**src/rtl/aes_ctr_pkg.sv**
```systemverilog
// rtl/aes_ctr_pkg.sv - shared types and the counter-increment helper for the AES-CTR sequencer
package aes_ctr_pkg;

    localparam int AES_BLOCK_W = 128;

    typedef enum logic [1:0] {IDLE, ISSUE, DRAIN, DONE} seq_state_t;

    typedef struct packed {
        logic [AES_BLOCK_W-1:0] block;
        logic                   wrap;
    } ctr_inc_t;

    // Only the low ctr_w bits take part in the increment; wrap is the carry out of that field.
    function automatic ctr_inc_t ctr_inc(input logic [AES_BLOCK_W-1:0] block, input int ctr_w);
        ctr_inc_t res;
        logic     carry;
        carry     = 1'b1;
        res.block = block;
        for (int i = 0; i < AES_BLOCK_W; i++) begin
            if (i < ctr_w) begin
                res.block[i] = block[i] ^ carry;
                carry        = carry & block[i];
            end
        end
        res.wrap = carry;
        return res;
    endfunction

endpackage

```
**src/rtl/credit_counter.sv**
```systemverilog
// rtl/credit_counter.sv - counts counter blocks in flight between issue and keystream return
module credit_counter #(
    parameter int MAX = 8
) (
    input  logic                         clk,
    input  logic                         rst,
    input  logic                         take,
    input  logic                         give,
    output logic                         avail,
    output logic                         empty,
    output logic                         underflow,
    output logic [$clog2(MAX+1)-1:0]     count
);

    localparam int CW = $clog2(MAX + 1);

    logic [CW-1:0] count_q;
    logic          give_ok;

    assign empty     = (count_q == '0);
    assign avail     = (count_q < CW'(MAX));
    assign underflow = give && empty;
    assign count     = count_q;

    // A return with nothing outstanding is dropped, so a simultaneous take still counts.
    assign give_ok   = give && !empty;

    always_ff @(posedge clk) begin
        if (rst) begin
            count_q <= '0;
        end else if (take && !give_ok) begin
            count_q <= count_q + CW'(1);
        end else if (!take && give_ok) begin
            count_q <= count_q - CW'(1);
        end
    end

endmodule

```
**src/rtl/aes_ctr_sequencer.sv**
```systemverilog
// rtl/aes_ctr_sequencer.sv - issues credit-limited AES-CTR counter blocks to the AES core input stream
module aes_ctr_sequencer
    import aes_ctr_pkg::*;
#(
    parameter int DATA_WIDTH   = AES_BLOCK_W,
    parameter int CTR_WIDTH    = 32,
    parameter int MAX_INFLIGHT = 8
) (
    input  logic                  clk,
    input  logic                  rst,
    input  logic [DATA_WIDTH-1:0] cfg_iv,
    input  logic [31:0]           cfg_num_blocks,
    input  logic                  cfg_start,
    output logic                  busy,
    output logic                  done,
    output logic                  ctr_wrap,
    output logic                  credit_err,
    output logic [DATA_WIDTH-1:0] m_axis_tdata,
    output logic                  m_axis_tvalid,
    output logic                  m_axis_tlast,
    input  logic                  m_axis_tready,
    input  logic                  ks_return
);

    localparam int CNT_W = $clog2(MAX_INFLIGHT + 1);

    seq_state_t            state_q;
    logic [DATA_WIDTH-1:0] block_q;
    logic [31:0]           num_q;
    logic [31:0]           issued_q;
    logic                  tlast_q;
    logic                  busy_q;
    logic                  done_q;
    logic                  wrap_q;
    logic                  cerr_q;

    logic                  accept;
    logic                  credit_avail;
    logic                  credit_empty;
    logic                  credit_underflow;
    logic [CNT_W-1:0]      credit_count;
    logic                  drain_done;
    ctr_inc_t              nxt;

    assign m_axis_tvalid = (state_q == ISSUE) && credit_avail;
    assign accept        = m_axis_tvalid && m_axis_tready;
    assign nxt           = ctr_inc(block_q, CTR_WIDTH);
    assign drain_done    = credit_empty || ((credit_count == CNT_W'(1)) && ks_return);

    credit_counter #(
        .MAX (MAX_INFLIGHT)
    ) u_credit (
        .clk       (clk),
        .rst       (rst),
        .take      (accept),
        .give      (ks_return),
        .avail     (credit_avail),
        .empty     (credit_empty),
        .underflow (credit_underflow),
        .count     (credit_count)
    );

    always_ff @(posedge clk) begin
        if (rst) begin
            state_q  <= IDLE;
            block_q  <= '0;
            num_q    <= '0;
            issued_q <= '0;
            tlast_q  <= 1'b0;
            busy_q   <= 1'b0;
            done_q   <= 1'b0;
            wrap_q   <= 1'b0;
            cerr_q   <= 1'b0;
        end else begin
            done_q <= 1'b0;
            if (credit_underflow) begin
                cerr_q <= 1'b1;
            end
            case (state_q)
                IDLE: begin
                    if (cfg_start) begin
                        block_q  <= cfg_iv;
                        num_q    <= cfg_num_blocks;
                        issued_q <= '0;
                        tlast_q  <= (cfg_num_blocks == 32'd1);
                        busy_q   <= 1'b1;
                        wrap_q   <= 1'b0;
                        cerr_q   <= 1'b0;
                        // An empty job still spends one busy cycle in DRAIN, so done lands two cycles after start.
                        state_q  <= (cfg_num_blocks == 32'd0) ? DRAIN : ISSUE;
                    end
                end
                ISSUE: begin
                    if (accept) begin
                        if (tlast_q) begin
                            state_q <= DRAIN;
                        end else begin
                            block_q  <= nxt.block;
                            issued_q <= issued_q + 32'd1;
                            tlast_q  <= (issued_q + 32'd2 == num_q);
                            if (nxt.wrap) begin
                                wrap_q <= 1'b1;
                            end
                        end
                    end
                end
                DRAIN: begin
                    if (drain_done) begin
                        state_q <= DONE;
                        busy_q  <= 1'b0;
                        done_q  <= 1'b1;
                    end
                end
                DONE: begin
                    state_q <= IDLE;
                end
                default: begin
                    state_q <= IDLE;
                end
            endcase
        end
    end

    assign busy         = busy_q;
    assign done         = done_q;
    assign ctr_wrap     = wrap_q;
    assign credit_err   = cerr_q;
    assign m_axis_tdata = block_q;
    assign m_axis_tlast = tlast_q;

endmodule

```
**config.mk**
```make
export PLATFORM = sky130hd
export DESIGN_NAME = aes_ctr_sequencer
export DESIGN_NICKNAME = d
export VERILOG_FILES = /design/src/rtl/aes_ctr_pkg.sv /design/src/rtl/credit_counter.sv /design/src/rtl/aes_ctr_sequencer.sv
export SDC_FILE = /design/constraint.sdc
export NUM_CORES = 1
export LEC_CHECK = 0
export CORE_ASPECT_RATIO = 1.25
export CORE_MARGIN = 8
export CORE_UTILIZATION = 51
export CTS_CLUSTER_DIAMETER = 50
export DETAILED_ROUTE_END_ITERATION = 12
export GPL_ROUTABILITY_DRIVEN = 0
export PLACE_DENSITY = 0.92
export SKIP_CTS_REPAIR_TIMING = 1
export SLEW_MARGIN = 20
export SYNTH_ARGS = -nofsm -noshare
export SYNTH_HDL_FRONTEND = slang
export SYNTH_HIERARCHICAL = 1
export SYNTH_SLANG_ARGS = --single-unit
```
**constraint.sdc**
```tcl
create_clock -name clk -period 9.07 [get_ports clk]
set_input_delay 1.814 -clock clk [delete_from_list [all_inputs] [get_ports clk]]
set_output_delay 1.814 -clock clk [all_outputs]
set_load 0.02 [all_outputs]
```
==> flow_summary_export.csv <==
group,metric,value,unit
synthesis,ys_seq_area_share,41.33,%
synthesis,synth.top_cells.by_area,"dfxtp_1 41%, nor3b_1 7.5%, a21oi_1 7.4%",
placed_design,place_area,12800,µm²
timing,setup_viol,0,
routing,firstDrtPassIters,6,
clocking,tritoncts,"yes",
clocking,path_clk_slew,0.06,ns
critical_path,cp-start-kind,"register",
synthesis,synth-edff-count,0,
timing,skew,0.007990,ns
floorplan,start_util,51.26,%
synthesis,syn_area,9833,µm²
global_route,grt_pass1_vias,9628,
clocking,cts_htree_levels,1,
cells_and_area,fillerInstances,1380,
synthesis,synth_top_area_share,41.33,%
floorplan,io_pins,299,
cells_and_area,areaGrowthSynthToFinish,37.92,%
critical_path,rrSetupSlack,2.52,ns
cells_and_area,mostFrequentLayoutCell,"clkdlybuf4s50_1",
timing,finalSetupTns,0,ns
cells_and_area,multi_input_area,5400,µm²
timing,hold_violations,0,
global_route,grt_pass1_wl,51400,µm
synthesis,syn_avg_cell_area,8.565,µm²
synthesis,synth_top_area_cell,"dfxtp_1",
global_route,antenna_found_initial,5,
timing,period_needed,6.550,ns
cells_and_area,nNetsFinal,1594,
synthesis,synth_nets,1354,
cells_and_area,fin_area,13560,µm²
global_route,grt_overflow_total,0,
routing,num_vias,9430,
synthesis,async_reset_ff_share,0,%
critical_path,critical_path_class,"register to register",
placed_design,portBuffers,298,
timing,fmax,152.7,MHz
timing,relSlewSlack,34.80,%
cells_and_area,final_cell_mix,"297 x clkdlybuf4s50_1, 203 x dfxtp_1, 177 x nor2_1",
routing,totalWireLength,33050,µm
placed_design,hpwl,24070,µm
global_route,grt_max_degree,124,
critical_path,cp.required,9.48,ns
routing,wl_per_cell,20.14,µm
clocking,clockBufferDepth,3,
synthesis,ys_types,69,
run,maxCapViolCount,0,
cells_and_area,final_layout_size_suffix_gt1_share,5.203,%
routing,drtAntennaViolNets,0,
clocking,clock_latency,0.50,ns
floorplan,num_rows,57,
critical_path,path_max_fanout,4,
synthesis,synth-warning-count,6,
floorplan,coreArea,19180,µm²
floorplan,dieArea,24010,µm²
timing,fin_crit_sh,72.22,%
critical_path,slowest_stage,"dfxtp_1",
critical_path,worstPathArrival,6.96,ns
clocking,root_buffer,"clkbuf_16",
status,status,"complete, no violations",
clocking,cts_buffers,23,
pwr,p_per_area,274.1,nW/µm²
synthesis,netlist_instances,1148,
clocking,cts_sinks,203,
critical_path,cp_slowest_stage_delay,0.34,ns
floorplan,die_h,171.2,µm
critical_path,cp-startpoint,"m_axis_tdata[0]",
critical_path,r2r-start,"m_axis_tdata[0]",
pwr,leakagePower,5.008,nW
hold_path,hp-class,"register to register",
floorplan,die_w,140.2,µm
routing,drt_iter0_markers,792,
pwr,irDropWorstVdd,0.1995,mV
critical_path,crit_top_cell,"ha_1",
timing,tightest_slew,0.9780,ns
routing,drcViolationCount,0,
critical_path,cp-end-kind,"register",
timing,rsz0062_at_grt,"no",
synthesis,ys_ff_latch,203,
global_route,gr-usage-all-layers,26.65,%
synthesis,yosys_most_used_dff,"dfxtp_1",
cells_and_area,seq_area,4064,µm²
timing,slew_violations,0,
routing,via_per_inst,5.746,
hold_path,min-delay-start,"num_q[4]",
-- path summary, 6_finish.rpt --
kind                       to  cells past startpoint
max          m_axis_tdata[31]                     33
min                  num_q[4]                      2
max reg2reg  m_axis_tdata[31]                     33
min reg2reg          num_q[4]                      2
-- power breakdown --
part | internal (mW) | switching [mW]
Combinational | 0.655 | 0.904
Sequential | 1.08 | 0.150
Clock | 0.545 | 0.379
Total | 2.28 | 1.43
-- cells in the mapped netlist (2+ instances only) --
cell / number
xnor2_1: 49
nand4b_1: 2
mux2i_1: 37
a22oi_1: 2
nand3b_1: 3
o21ai_0: 12
mux2_1: 2
dfxtp_1: 203
nor4_1: 14
nand2_2: 2
xor2_1: 24
a21oi_1: 145
clkbuf_1: 68
o211ai_1: 2
buf_4: 3
and4_2: 2
buf_6: 3
a211oi_1: 33
nor3_1: 12
and3_2: 3
buf_1: 7
nand4_4: 2
inv_1: 7
and4_1: 6
or3_1: 6
a21o_1: 3
nor3b_1: 98
nand2b_1: 2
and2_1: 8
buf_2: 7
nand2_1: 91
ha_1: 40
or2_2: 2
nand4_1: 13
nand3_4: 2
o21bai_1: 2
and3_1: 6
nand3_1: 18
nor2_1: 177
-- sequential cells by signal (all words and copies together) (netlist names) --
name,cells
busy,1
credit_err,1
ctr_wrap,1
done,1
issued_q,32
m_axis_tdata,128
m_axis_tlast,1
num_q,32
state_q,2
u_credit/count,4
-- per-stage QoR --
step | hold slack [ns] | total power, mW | setup slack, ns | instances | utilization [%]
2_1_floorplan | 0.4478 | 2.177 | 2.893 | 1148 | -
3_3_place_gp | 0.4574 | 2.736 | 2.666 | 1599 | 66.73
3_5_place_dp | 0.4651 | 2.790 | 2.546 | 1599 | 66.73
4_1_cts | 0.4734 | 3.729 | 2.494 | 1639 | 70.63
5_1_grt | 0.4961 | 3.925 | 2.203 | 1641 | 70.69
6_report | 0.4724 | 3.717 | 2.520 | 1641 | 70.69
-- worst max-delay path, delay by kind of cell (launching register included) --
kind / cells / cell delay (ns)
fa+ha+maj: 31 / 5.81
mux: 1 / 0.06
compound gates: 1 / 0.26
flops: 1 / 0.34
-- routing by layer --
layer  global-route usage [%]  vias to the layer above  share of wire (%)
li1                         -                     4477                  -
met1                    26.53                     4371                 35
met2                    48.44                      453                 50
met3                    10.36                      123                 11
met4                    11.97                        6                4.7
met5                        0                        -               0.11
-- final cells by class --
cell class	count	share of cell area, %
Clock inverter	9	0.6181
Multi-Input combinational cell	850	39.82
Inverter	7	0.1937
Sequential cell	203	29.97
Tap cell	236	2.177
Antenna cell	2	0.03690
Clock buffer	31	4.908
Timing Repair Buffer	303	22.28
-- cell families (layout without fill, tap and decap cells) --
group	after synthesis	after routing	share of synthesized area [%]
multiplexers	39	39	3.995
adder cells (fa/ha/maj)	41	41	5.293
AO/OA/AOI/OAI	216	216	12.79
buffers and inverters	95	350	4.059
XOR/XNOR	73	73	6.502
other	0	2	0
flip-flops	203	203	41.33
AND/OR/NAND/NOR	481	481	26.03
No activity file was read; power rests on OpenSTA's default activity.
